$ cat src/rtl/asmi_arbiter_if.sv
// Requester and ASMI-side signal bundle for asmi_arbiter.
// The master modport is the requester/ASMI environment. The slave modport is the arbiter.
interface asmi_arbiter_if;
    logic [1:0]  req;
    logic [1:0]  lock;
    logic [1:0]  op0;
    logic [1:0]  op1;
    logic [23:0] addr0;
    logic [23:0] addr1;
    logic [1:0]  gnt;
    logic [1:0]  done;
    logic [1:0]  err;
    logic [23:0] asmi_addr;
    logic        asmi_wren;
    logic        asmi_sector_erase;
    logic        asmi_write;
    logic        asmi_read;
    logic        asmi_busy;

    modport master (
        output req, lock, op0, op1, addr0, addr1, asmi_busy,
        input  gnt, done, err, asmi_addr, asmi_wren, asmi_sector_erase, asmi_write, asmi_read
    );

    modport slave (
        input  req, lock, op0, op1, addr0, addr1, asmi_busy,
        output gnt, done, err, asmi_addr, asmi_wren, asmi_sector_erase, asmi_write, asmi_read
    );
endinterface

$ cat src/rtl/asmi_arbiter.sv
// Two-requester round-robin arbiter in front of an ASMI flash controller.
// It grants one requester, issues one erase, write or read strobe, and tracks busy to completion.
module asmi_arbiter #(
    parameter int unsigned TIMEOUT   = 25000000,
    parameter int unsigned RISE_WAIT = 8
) (
    input  logic          clock,
    input  logic          reset,
    asmi_arbiter_if.slave bus
);

    typedef enum logic [2:0] {
        StIdle, StGrant, StIssue, StWaitRise, StWaitFall, StDone, StError
    } state_e;

    state_e      state_q, state_d;
    logic        sel_q, sel_d;    // index of the requester owning the operation
    logic        last_q, last_d;
    logic [1:0]  gnt_q, gnt_d;
    logic [1:0]  op_q, op_d;
    logic [23:0] addr_q, addr_d;
    logic [31:0] cnt_q, cnt_d;

    logic        win;
    logic        cap_idx;
    logic [1:0]  cap_op;
    logic [23:0] cap_addr;
    logic [1:0]  sel_oh;

    // On a tie, the requester that was not served last wins.
    always_comb begin
        if (bus.req == 2'b11) begin
            win = ~last_q;
        end else begin
            win = bus.req[1];
        end
    end

    assign cap_idx  = (state_q == StDone) ? sel_q : win;
    assign cap_op   = cap_idx ? bus.op1 : bus.op0;
    assign cap_addr = cap_idx ? bus.addr1 : bus.addr0;
    assign sel_oh   = sel_q ? 2'b10 : 2'b01;

    always_comb begin
        state_d = state_q;
        sel_d   = sel_q;
        last_d  = last_q;
        gnt_d   = gnt_q;
        op_d    = op_q;
        addr_d  = addr_q;
        cnt_d   = cnt_q;
        unique case (state_q)
            StIdle: begin
                if (bus.req != 2'b00 && !bus.asmi_busy) begin
                    state_d = StGrant;
                    sel_d   = cap_idx;
                    gnt_d   = cap_idx ? 2'b10 : 2'b01;
                    op_d    = cap_op;
                    addr_d  = cap_addr;
                end
            end
            StGrant: begin
                last_d = sel_q;
                if (op_q == 2'b11) begin
                    state_d = StError;
                    gnt_d   = 2'b00;
                end else begin
                    state_d = StIssue;
                end
            end
            StIssue: begin
                state_d = StWaitRise;
                cnt_d   = '0;
            end
            StWaitRise: begin
                if (bus.asmi_busy) begin
                    state_d = StWaitFall;
                    cnt_d   = '0;
                end else if (cnt_q == 32'(RISE_WAIT - 1)) begin
                    // Busy never rose: treat as a fast completion.
                    state_d = StDone;
                    gnt_d   = 2'b00;
                end else begin
                    cnt_d = cnt_q + 32'd1;
                end
            end
            StWaitFall: begin
                if (!bus.asmi_busy) begin
                    state_d = StDone;
                    gnt_d   = 2'b00;
                end else if (cnt_q == 32'(TIMEOUT - 1)) begin
                    state_d = StError;
                    gnt_d   = 2'b00;
                end else begin
                    cnt_d = cnt_q + 32'd1;
                end
            end
            StDone: begin
                if (bus.lock[sel_q] && bus.req[sel_q]) begin
                    state_d = StGrant;
                    gnt_d   = sel_oh;
                    op_d    = cap_op;
                    addr_d  = cap_addr;
                end else begin
                    state_d = StIdle;
                end
            end
            StError: begin
                state_d = StIdle;
            end
            default: begin
                state_d = StIdle;
                gnt_d   = 2'b00;
            end
        endcase
    end

    always_ff @(posedge clock or posedge reset) begin
        if (reset) begin
            state_q <= StIdle;
            sel_q   <= 1'b0;
            last_q  <= 1'b1;
            gnt_q   <= 2'b00;
            op_q    <= 2'b00;
            addr_q  <= '0;
            cnt_q   <= '0;
        end else begin
            state_q <= state_d;
            sel_q   <= sel_d;
            last_q  <= last_d;
            gnt_q   <= gnt_d;
            op_q    <= op_d;
            addr_q  <= addr_d;
            cnt_q   <= cnt_d;
        end
    end

    always_comb begin
        bus.gnt               = gnt_q;
        bus.asmi_addr         = addr_q;
        bus.done              = (state_q == StDone) ? sel_oh : 2'b00;
        bus.err               = (state_q == StError) ? sel_oh : 2'b00;
        bus.asmi_sector_erase = 1'b0;
        bus.asmi_write        = 1'b0;
        bus.asmi_read         = 1'b0;
        bus.asmi_wren         = 1'b0;
        if (state_q == StIssue) begin
            bus.asmi_sector_erase = (op_q == 2'b00);
            bus.asmi_write        = (op_q == 2'b01);
            bus.asmi_read         = (op_q == 2'b10);
            bus.asmi_wren         = (op_q == 2'b00) || (op_q == 2'b01);
        end
    end

endmodule

$ cat src/flat_wrapper.sv
// flat-port wrapper written by rule: the top's interface ports become plain ports
module asmi_arbiter_flat 
#(
    parameter int unsigned TIMEOUT   = 25000000,
    parameter int unsigned RISE_WAIT = 8
)
  (clock, reset, bus_req, bus_lock, bus_op0, bus_op1, bus_addr0, bus_addr1, bus_asmi_busy, bus_gnt, bus_done, bus_err, bus_asmi_addr, bus_asmi_wren, bus_asmi_sector_erase, bus_asmi_write, bus_asmi_read);
  asmi_arbiter_if bus_i ();
  input  logic clock;
  input  logic reset;
  input wire logic [$bits(bus_i.req)-1:0] bus_req;
  input wire logic [$bits(bus_i.lock)-1:0] bus_lock;
  input wire logic [$bits(bus_i.op0)-1:0] bus_op0;
  input wire logic [$bits(bus_i.op1)-1:0] bus_op1;
  input wire logic [$bits(bus_i.addr0)-1:0] bus_addr0;
  input wire logic [$bits(bus_i.addr1)-1:0] bus_addr1;
  input wire logic [$bits(bus_i.asmi_busy)-1:0] bus_asmi_busy;
  output wire logic [$bits(bus_i.gnt)-1:0] bus_gnt;
  output wire logic [$bits(bus_i.done)-1:0] bus_done;
  output wire logic [$bits(bus_i.err)-1:0] bus_err;
  output wire logic [$bits(bus_i.asmi_addr)-1:0] bus_asmi_addr;
  output wire logic [$bits(bus_i.asmi_wren)-1:0] bus_asmi_wren;
  output wire logic [$bits(bus_i.asmi_sector_erase)-1:0] bus_asmi_sector_erase;
  output wire logic [$bits(bus_i.asmi_write)-1:0] bus_asmi_write;
  output wire logic [$bits(bus_i.asmi_read)-1:0] bus_asmi_read;
  assign bus_i.req = bus_req;
  assign bus_i.lock = bus_lock;
  assign bus_i.op0 = bus_op0;
  assign bus_i.op1 = bus_op1;
  assign bus_i.addr0 = bus_addr0;
  assign bus_i.addr1 = bus_addr1;
  assign bus_i.asmi_busy = bus_asmi_busy;
  assign bus_gnt = bus_i.gnt;
  assign bus_done = bus_i.done;
  assign bus_err = bus_i.err;
  assign bus_asmi_addr = bus_i.asmi_addr;
  assign bus_asmi_wren = bus_i.asmi_wren;
  assign bus_asmi_sector_erase = bus_i.asmi_sector_erase;
  assign bus_asmi_write = bus_i.asmi_write;
  assign bus_asmi_read = bus_i.asmi_read;
  asmi_arbiter #(.TIMEOUT(TIMEOUT), .RISE_WAIT(RISE_WAIT)) u_core (.clock(clock), .reset(reset), .bus(bus_i));
endmodule
$ cat config.mk
export PLATFORM = sky130hd
export DESIGN_NAME = asmi_arbiter_flat
export DESIGN_NICKNAME = d
export VERILOG_FILES = /design/src/rtl/asmi_arbiter_if.sv /design/src/rtl/asmi_arbiter.sv /design/src/flat_wrapper.sv
export SDC_FILE = /design/constraint.sdc
export NUM_CORES = 1
export LEC_CHECK = 0
export ABC_AREA = 1
export CORE_ASPECT_RATIO = 1.25
export CORE_MARGIN = 2
export CORE_UTILIZATION = 53
export CTS_CLUSTER_SIZE = 25
export DETAILED_ROUTE_END_ITERATION = 10
export HOLD_SLACK_MARGIN = 0.15
export PLACE_DENSITY = 0.81
export SLEW_MARGIN = 0
export SYNTH_ARGS = -nofsm -noshare
export SYNTH_HDL_FRONTEND = slang
export SYNTH_SLANG_ARGS = --single-unit
$ cat constraint.sdc
create_clock -name clock -period 2.8 [get_ports clock]
set_input_delay 0.56 -clock clock [delete_from_list [all_inputs] [get_ports clock]]
set_output_delay 0.56 -clock clock [all_outputs]
set_load 0.05 [all_outputs]
==> flow_summary.toml, run 1 <==
[outcome]
status = "finished, final reports clean"

[clock_network]
cts_num_sinks = 65
numCtsBuffers = 9
cts_root_buf = "clkbuf_8"
clockBufferDepth = 2
htreeDepth = 3
clk_pin_slew_worst_paths_ns = 0.08
clk_latency_ns = 0.37
cts_tree = "yes"

[power_and_ir_drop]
p_leak_nw = 2.73
p_int_mw = 2.58
pwr_density_cell_nw_per_um2 = 844
power_switching_mw = 2.42
sequentialPowerShare = 0.273
p_clk_frac = 0.173
comb_power_share = 0.554
power_mw = 5.00
irDropWorstVdd_v = 0.000662
switching_share = 0.484

[yosys]
ys_seq_elements = 65
syn_nets = 813
netlist_instances = 753
yosys_warnings = 0
seq_area_frac_synth = 0.347
syn_avg_cell_area_um2 = 6.23
ys_types = 29
syn-cell-area_um2 = 4690

[die]
row_count = 38
die_h_um = 109
ios = 93
dieArea_um2 = 9620
coreArea_um2 = 8650
die_w_um = 88.1
initial_core_util = 0.542

[worst_setup_path]
required_ns = 2.24
cp_num_cells = 4
crit_path_max_incr_delay_ns = 0.85
crit_path_end_kind = "primary output"
arrival_ns = 2.15
r2r_setup_slack_ns = 0.48
cp_cell_sequence = "inv_2, nand3_2, nor2_1, clkdlybuf4s50_1"
cp_max_fo = 7
regToRegStartpoint = "u_core.cnt_q[0]"
cp.buffers_inverters = 2
critical_path_class = "reg2out"
endpoint = "bus_done[0]"
critical_path.startpoint = "u_core.state_q[1]"
critPathSlowestCell = "clkdlybuf4s50_1"
crit_family = "buffers and inverters"
rr_worst_depth = 12
cp-start-kind = "flip-flop"
rr_endpoint = "u_core.cnt_q[4]"

[grt]
grt_use_total = 0.319
grt_overflow = 0
grt_pass1_wl_mm = 23.6
grt_max_degree = 66
antenna_found_initial = 0
first_global_vias = 5043

[timing]
fin_crit_sh = 0.969
hold_viol_final = 0
setup_viol = 0
tns_ns = 0
clock_skew_ns = 0.00913
fmax_mhz = 368
max_slew_margin = 0.641
final_max_slew_viol_count = 0
grt_setup_unrepaired = "false"
worst_slew_pin_slew_ns = 0.536
hold_slack_ns = 0.477
period_minus_slack_ns = 2.71

[cells_and_area]
n_antenna_cell = 0
drive_above_1_share = 0.0546
final_cell_mix = "nand2_1 (313), nand3_1 (96), nor2_1 (88)"
fin_cells = 963
final_common_cell = "nand2_1"
utilization = 0.685
area_growth_syn_to_layout_pct = 26.3
nets = 898
num-fill-cells = 774

[min_path]
hold_class = "reg2reg"

[route]
first_pass_iters = 5
routed_wl_mm = 14.5
vias_per_cell = 5.34
route.detailed.drc = 0
wire_per_inst_um = 15.1
vias = 5143
ant_nets = 0
drt_iter0_markers = 391

[placement]
placedCellCount = 947
port-buffer-count = 92
globalplace.congestion = 0.994
dp_hpwl_mm = 11.0

[job]
maxCapViolCount = 0
-- cell type report --
| class | count | area, um2 | area share |
|---|---|---|---|
| Inverter | 55 | 206 | 0.0349 |
| Tap cell | 120 | 150 | 0.0253 |
| Multi-Input combinational cell | 606 | 2710 | 0.458 |
| Clock buffer | 10 | 138 | 0.0232 |
| Sequential cell | 65 | 1630 | 0.275 |
| Timing Repair Buffer | 101 | 1020 | 0.172 |
| Clock inverter | 6 | 70.1 | 0.0118 |
-- how the worst min path moves through the flow --
| stage | slack, ns | from | cells past startpoint | to |
|---|---|---|---|---|
| after floorplan | 0.47 | u_core.last_q | 2 | u_core.last_q |
| after global placement | 0.46 | u_core.bus.gnt[0] | 2 | u_core.bus.gnt[0] |
| after detailed placement | 0.46 | u_core.bus.gnt[0] | 2 | u_core.bus.gnt[0] |
| after CTS | 0.48 | u_core.bus.gnt[0] | 2 | u_core.bus.gnt[0] |
| after global routing | 0.51 | u_core.bus.gnt[0] | 2 | u_core.bus.gnt[0] |
| final | 0.48 | u_core.bus.gnt[0] | 2 | u_core.bus.gnt[0] |
-- registers in the layout, indices dropped and copies added, names as in the netlist --
| signal | count |
|---|---|
| u_core.op_q | 2 |
| u_core.sel_q | 1 |
| u_core.state_q | 3 |
| u_core.bus.asmi_addr | 24 |
| u_core.bus.gnt | 2 |
| u_core.last_q | 1 |
| u_core.cnt_q | 32 |
-- synthesized netlist by cell type --
library cell	instances	area (um2)
o21a_1	24	180
buf_6	3	33.8
xor2_1	5	43.8
buf_4	4	30.0
nand3b_1	1	7.51
buf_2	11	55.1
nor2_4	4	45.0
or2_2	3	18.8
a21oi_1	4	20.0
nand3_2	2	20.0
o22ai_1	2	12.5
o211ai_1	2	15.0
nor2_2	2	12.5
o21bai_1	2	15.0
nand3_1	96	480
nand2_1	313	1170
nor2_1	88	330
clkinv_1	1	3.75
o21ai_0	19	95.1
ha_1	1	12.5
nand4_1	23	144
buf_1	5	18.8
clkbuf_1	4	15.0
dfrtp_1	64	1600
inv_2	4	15.0
o21ai_1	2	10.0
nor3_1	13	65.1
inv_1	50	188
dfstp_2	1	26.3
-- metrics by stage --
step	area (um2)	setup slack (ns)
final	5920	0.0860
after global routing	5920	0.0224
after CTS	5920	0.0982
after detailed placement	5710	0.413
after global placement	5710	0.431
after floorplan	4690	0.362
-- kinds of logic after synthesis --
group	count (synthesis)	synth area share
buffers and inverters	82	0.0766
flip-flops	65	0.347
AO/OA/AOI/OAI	55	0.0742
AND/OR/NAND/NOR	545	0.490
XOR/XNOR	5	0.00934
adder cells (fa/ha/maj)	1	0.00267
-- repair_timing --
item	4_1_cts	5_1_grt
endpoints found under the setup margin	1	1
buffers inserted	0	0
resized for setup	1	1
hold buffers	0	0
-- tightest hold or removal path: cells and delay by family (launching register included) --
family / cells / cell delay, ns
simple gates: 2 / 0.10
flops: 1 / 0.35
-- metal layers --
metal | GRT usage | wire length, um | vias to the layer above
li1 | - | - | 2593
met1 | 0.341 | 5660 | 2341
met2 | 0.569 | 7290 | 176
met3 | 0.0999 | 1030 | 33
met4 | 0.142 | 557 | 0
met5 | 0 | 0 | -
-- power by group through the flow --
stage | clock network, mW | registers (mW) | logic [mW]
after floorplan | 0 | 2.00 | 1.31
after global placement | 0 | 1.37 | 2.70
after detailed placement | 0 | 1.38 | 2.77
after CTS | 0.878 | 1.37 | 2.78
after global routing | 0.930 | 1.40 | 2.97
final | 0.865 | 1.37 | 2.77
Power figures use the tool's default switching activity.
==> inputs of run 2 (changes only) <==
--- a/config.mk
+++ b/config.mk
@@ -6,13 +6,15 @@
 export NUM_CORES = 1
 export LEC_CHECK = 0
 export ABC_AREA = 1
+export CELL_PAD_IN_SITES_DETAIL_PLACEMENT = 1
+export CELL_PAD_IN_SITES_GLOBAL_PLACEMENT = 1
 export CORE_ASPECT_RATIO = 1.25
 export CORE_MARGIN = 2
-export CORE_UTILIZATION = 53
+export CORE_UTILIZATION = 36
 export CTS_CLUSTER_SIZE = 25
 export DETAILED_ROUTE_END_ITERATION = 10
 export HOLD_SLACK_MARGIN = 0.15
-export PLACE_DENSITY = 0.81
+export PLACE_DENSITY = 0.8
 export SLEW_MARGIN = 0
 export SYNTH_ARGS = -nofsm -noshare
 export SYNTH_HDL_FRONTEND = slang
==> run 2 against run 1 <==
Power grew 7.7%. Via count rose by 4.3%. First-iteration DRC count fell by 37%. Setup slack improved by 0.021 ns. Final cell count rose by 5.2%. Largest cell class unchanged. Largest power group unchanged.
==> flow_summary.toml, run 2 (same netlist as run 1, synthesis figures left out) <==
[cells_and_area]
largest_register = "u_core.cnt_q"
final_cell_mix = "nand2_1 (313), nand3_1 (96), nor2_1 (88), clkdlybuf4s50_1 (88), dfrtp_1 (64)"
final_cell_area_um2 = 6080
n_antenna_cell = 0
area_growth_syn_to_layout_pct = 29.6
nets = 900
final_common_cell = "nand2_1"
largest_reg_flops = 32
drive_above_1_share = 0.0568
fin_cells = 1013

[min_path]
hold_class = "reg2reg"

[power_and_ir_drop]
p_leak_nw = 2.75
sequentialPowerShare = 0.255
switching_share = 0.468
irDropWorstVdd_v = 0.000524
p_int_mw = 2.87
pwr_density_cell_nw_per_um2 = 886
p_clk_frac = 0.228
power_switching_mw = 2.52
comb_power_share = 0.517

[die]
ios = 93
row_count = 46
die_w_um = 106
dieArea_um2 = 14000
coreArea_um2 = 12700
die_h_um = 132
initial_core_util = 0.369

[route]
ant_nets = 0
first_pass_iters = 4
vias_per_cell = 5.29
route.detailed.drc = 0
vias = 5362
wire_per_inst_um = 17.1
routed_wl_mm = 17.3
drt_iter0_markers = 248

[timing]
clock_skew_ns = 0.0126
period_minus_slack_ns = 2.69
setup_viol = 0
postLayoutSetupSlackWorst_ns = 0.107
fmax_mhz = 371
worst_slew_pin_slew_ns = 0.535
max_slew_margin = 0.642
hold_viol_final = 0
fin_crit_sh = 0.962
final_max_slew_viol_count = 0
hold_slack_ns = 0.472
grt_setup_unrepaired = "false"
tns_ns = 0

[placement]
place_area_um2 = 5760
place_ws_ns = 0.345
dp_hpwl_mm = 13.3
globalplace.congestion = 0.947
placedCellCount = 997
port-buffer-count = 92

[clock_network]
cts_root_buf = "clkbuf_16"
clockBufferDepth = 2
cts_tree = "yes"
clk_latency_ns = 0.34
cts_num_sinks = 65
htreeDepth = 3
clk_pin_slew_worst_paths_ns = 0.06
numCtsBuffers = 9

[grt]
grt_pass1_wl_mm = 28.5
grt_overflow = 0
grt_use_total = 0.257
grt_max_degree = 53
first_global_vias = 5775
antenna_found_initial = 0

[worst_setup_path]
cp-start-kind = "flip-flop"
arrival_ns = 2.13
crit_path_end_kind = "primary output"
required_ns = 2.24
cp_max_fo = 7
critical_path_class = "reg2out"

[job]
maxCapViolCount = 0

[outcome]
status = "finished, final reports clean"
## run 2: changes by cell type in the layout (fill, tap and decap cells not counted), sizes merged
cell and change:
clkbuf +2, clkinvlp +2, buf +2, clkdlybuf4s50 +1
inv -4, dlymetal6s2s -1
## run 2: worst paths after layout
check                                  startpoint                        to  slack (ns)  cells past startpoint
worst max register to register    u_core.cnt_q[0]          u_core.cnt_q[14]        0.49                     12
min in group asynchronous                   reset  u_core.bus.asmi_addr[17]        0.58                      2
worst max-delay path            u_core.state_q[1]               bus_done[0]        0.11                      4
worst min register to register  u_core.bus.gnt[0]         u_core.bus.gnt[0]        0.47                      2
worst min-delay path            u_core.bus.gnt[0]         u_core.bus.gnt[0]        0.47                      2
max in group asynchronous                   reset          u_core.cnt_q[31]        1.54                      3
## run 2: layout make-up
cell class              instances  area (um2)
clock buffers                  12         267
repair buffers                103        1010
well taps                     168         210
multi-input cells             606        2710
inverters                      55         206
clock inverters                 4        50.0
flip-flops and latches         65        1630
fillers                      1709        6640
## run 2: stage by stage
| stage | utilization | power [mW] |
|---|---|---|
| floorplan | - | 3.30 |
| global placement | 0.453 | 4.09 |
| detailed placement | 0.453 | 4.20 |
| CTS | 0.478 | 5.45 |
| global route | 0.478 | 5.70 |
| finish | 0.478 | 5.38 |
## run 2: power by group through the flow
stage | Combinational, mW | Sequential [mW] | Clock, mW
6_report | 2.78 | 1.37 | 1.23
5_1_grt | 3.01 | 1.41 | 1.28
4_1_cts | 2.82 | 1.37 | 1.25
3_5_place_dp | 2.82 | 1.38 | 0
3_3_place_gp | 2.72 | 1.37 | 0
2_1_floorplan | 1.31 | 2.00 | 0
## run 2: timing repair
action / CTS / global route
setup buffers: 0 / 0
setup endpoints to repair: 1 / 0
hold buffers: 0 / 0
gates resized for setup: 1 / 0
## run 2: routing by layer
layer | track usage | wire length, um | up-vias
met5 | 0 | 0 | -
met4 | 0.102 | 563 | 0
met3 | 0.0739 | 1160 | 32
met2 | 0.469 | 8840 | 140
met1 | 0.274 | 6700 | 2604
li1 | - | - | 2586
## run 2: critical path, stage by stage, from the launching register on
cell	delay, ns
dfrtp_1	0.42
inv_2	0.13
nand3_2	0.17
nor2_1	0.22
clkdlybuf4s50_1	0.85
==> RTL change (flow settings as in run 2) <==
`RISE_WAIT` is set to 8 in 2 places; all go to 4.
--- a/src/rtl/asmi_arbiter.sv
+++ b/src/rtl/asmi_arbiter.sv
@@ -2,7 +2,7 @@
 // It grants one requester, issues one erase, write or read strobe, and tracks busy to completion.
 module asmi_arbiter #(
     parameter int unsigned TIMEOUT   = 25000000,
-    parameter int unsigned RISE_WAIT = 8
+    parameter int unsigned RISE_WAIT = 4
 ) (
     input  logic          clock,
     input  logic          reset,
--- a/src/flat_wrapper.sv
+++ b/src/flat_wrapper.sv
@@ -2,7 +2,7 @@
 module asmi_arbiter_flat 
 #(
     parameter int unsigned TIMEOUT   = 25000000,
-    parameter int unsigned RISE_WAIT = 8
+    parameter int unsigned RISE_WAIT = 4
 )
   (clock, reset, bus_req, bus_lock, bus_op0, bus_op1, bus_addr0, bus_addr1, bus_asmi_busy, bus_gnt, bus_done, bus_err, bus_asmi_addr, bus_asmi_wren, bus_asmi_sector_erase, bus_asmi_write, bus_asmi_read);
   asmi_arbiter_if bus_i ();
Behaviour: not the same (Yosys sat finds a counterexample within 10 cycles, from zero or initial values and one cycle with reset high).
==> RTL change against run 2 <==
Sequential cell count unchanged. Total power up 3.1%. Register-to-register slack better by 0.10 ns. Wire length down 0.67%. Die area down 0.29%. Synthesized area down 0.29%. Clock power up 8%. Final area up 0.68%. Setup slack better by 0.040 ns. Highest routed layer unchanged.
==> RTL change: results (changes against run 2) <==
| Metric | Reported | Unit | vs run 2 |
| --- | --- | --- | --- |
| Number of warnings reported in the yosys synthesis log | 0 | - | unchanged |
| Predominant post-synthesis flop cell | dfrtp_1 | - |  |
| Slowest Stage Delay on Critical Path | 0.84 | ns |  |
| Sequential element share of the synthesized area | 0.348 | - | +0.00102 |
| HPWL Detailed | 13200 | um | -0.73% |
| Combined global-route utilization of all metal layers | 0.256 | - | -0.00103 |
| Setup repair bufs after CTS | 0 | - | unchanged |
| H-tree levels | 3 | - | unchanged |
| Top area cells in the synthesized netlist | dfrtp_1 34%, nand2_1 25%, nand3_1 11% | - |  |
| Diodes inserted | 0 | - | unchanged |
| Setup slack after placement | 0.291 | ns | -0.0541 ns |
| Number of antenna violations at the first check in global routing | 0 | - | unchanged |
| Worst-path fanout max | 4 | - | -3 |
| Root Driver | clkbuf_16 | - |  |
| Post-CTS clock slew at the launch and capture registers of the worst setup and hold paths | 0.06 | ns | about the same |
| Number of different library cells in the post-synthesis netlist | 31 | - | +6.9% |
| Synth cell count leaders | 310 x nand2_1, 100 x nand3_1, 89 x nor2_1 | - |  |
| First-pass iteration count of the detailed router | 4 | - | unchanged |
| Transition time at the pin with the least slew margin | 0.560 | ns | +0.0248 ns |
| Number of filler instances in the final layout | 1709 | - | unchanged |
| Status | complete, no violations | - |  |
| Final Wtd Congestion | 0.917 | - | -3.2% |
| Peak supply drop | 0.643 | mV | +23% |
| Maximum clock skew at final layout | 0.00877 | ns | -0.00383 ns |
| Proportion of layout cells with a drive suffix above 1 | 0.0606 | - | +0.00384 |
| Average detailed-routed wire length per instance | 17.0 | um | -0.28% |
| Path category of the worst min-delay check | reg2reg | - |  |
| Maximum number of pins on one net before global-route repair | 66 | - | +25% |
| Synthesized netlist net count | 809 | - | -0.49% |
| Later-pin clock latency in the skew report | 0.34 | ns | about the same |
| Final-stage net count | 896 | - | -0.44% |
| Buffer levels on the longest clock path | 2 | - | unchanged |
| Master of the slowest instance on the critical path | clkdlybuf4s50_1 | - |  |
| First-pass GRT wire length | 28400 | um | -0.26% |
| Largest register FFs | 32 | - | unchanged |
| Cell family with the largest share of critical-path delay | buffers and inverters | - |  |
| Number of buffer cells added on primary ports | 92 | - | unchanged |
| Detailed-route vias per instance | 5.23 | - | -1.1% |
| Biggest register | u_core.cnt_q | - |  |
| Static Leakage | 2.78 | nW | +1.1% |
| CTS buffer count | 9 | - | unchanged |
| Number of DRC markers in iteration 0 | 205 | - | -17% |
| Async set-or-reset flop fraction in the synthesized netlist | 1.00 | - | unchanged |
| Number of global-route vias before repair | 5776 | - | +0.017% |
[RTL change: kinds of logic (layout without fill, tap and decap cells)]
group | Yosys count | after routing | share of synthesized area
adder cells (fa/ha/maj) | 1 | 1 | 0.00268
XOR/XNOR | 6 | 6 | 0.0112
flip-flops | 65 | 65 | 0.348
AND/OR/NAND/NOR | 546 | 546 | 0.492
AO/OA/AOI/OAI | 55 | 55 | 0.0744
buffers and inverters | 76 | 168 | 0.0712
[RTL change: repair_timing]
| item | 4_1_cts | 5_1_grt |
|---|---|---|
| endpoints found under the setup margin | 1 | 1 |
| gates resized for setup | 1 | 1 |
| endpoints found under the hold margin | 0 | 0 |
| pin swaps | 0 | 0 |
[RTL change: layer usage]
layer  GRT usage  vias up  part of all wire
met5           0        -                 0
met1       0.280     2528              0.40
li1            -     2592                 -
met4      0.0928        0             0.029
met3      0.0650       30             0.058
met2       0.470      132              0.52
[RTL change: power breakdown]
group	switching, mW	total, mW	internal (mW)
Sequential	0.180	1.38	1.20
Combinational	1.90	2.84	0.946
Clock	0.455	1.33	0.875
Total	2.53	5.55	3.02
[RTL change: per-stage QoR]
| stage | power [mW] | cell area [um^2] | util | std cells | hold WS [ns] |
|---|---|---|---|---|---|
| 2_1_floorplan | 3.30 | 4680 | - | 749 | 0.465 |
| 3_3_place_gp | 4.15 | 5780 | 0.456 | 993 | 0.457 |
| 3_5_place_dp | 4.23 | 5780 | 0.456 | 993 | 0.470 |
| 4_1_cts | 5.61 | 6120 | 0.483 | 1009 | 0.482 |
| 5_1_grt | 5.88 | 6120 | 0.483 | 1009 | 0.520 |
| 6_report | 5.55 | 6120 | 0.483 | 1009 | 0.478 |
[RTL change: worst paths after layout]
path                                               start                             to  slack [ns]  cells past startpoint
max in group asynchronous                          reset      u_core.last_q$_DFFE_PP1P_        1.84                      3
max reg2reg                  u_core.cnt_q[0]$_DFFE_PP0P_   u_core.cnt_q[27]$_DFFE_PP0P_        0.59                     10
max                        u_core.state_q[1]$_DFFE_PP0P_                     bus_err[1]        0.15                      5
min                        u_core.bus.gnt[0]$_DFFE_PP0P_  u_core.bus.gnt[0]$_DFFE_PP0P_        0.48                      2
min reg2reg                u_core.bus.gnt[0]$_DFFE_PP0P_  u_core.bus.gnt[0]$_DFFE_PP0P_        0.48                      2
min in group asynchronous                          reset    u_core.cnt_q[4]$_DFFE_PP0P_        0.61                      3
[RTL change: area by class of cell]
class                           count  area share
Timing Repair Buffer              102       0.168
Multi-Input combinational cell    608       0.445
Inverter                           50      0.0307
Tap cell                          168      0.0343
Clock buffer                       10      0.0374
Sequential cell                    65       0.266
Clock inverter                      6      0.0188
[RTL change: tightest hold or removal path: cells and delay by family (launching register included)]
family / cells / cell delay, ns
flip-flops: 1 / 0.34
AND/OR/NAND/NOR: 2 / 0.11
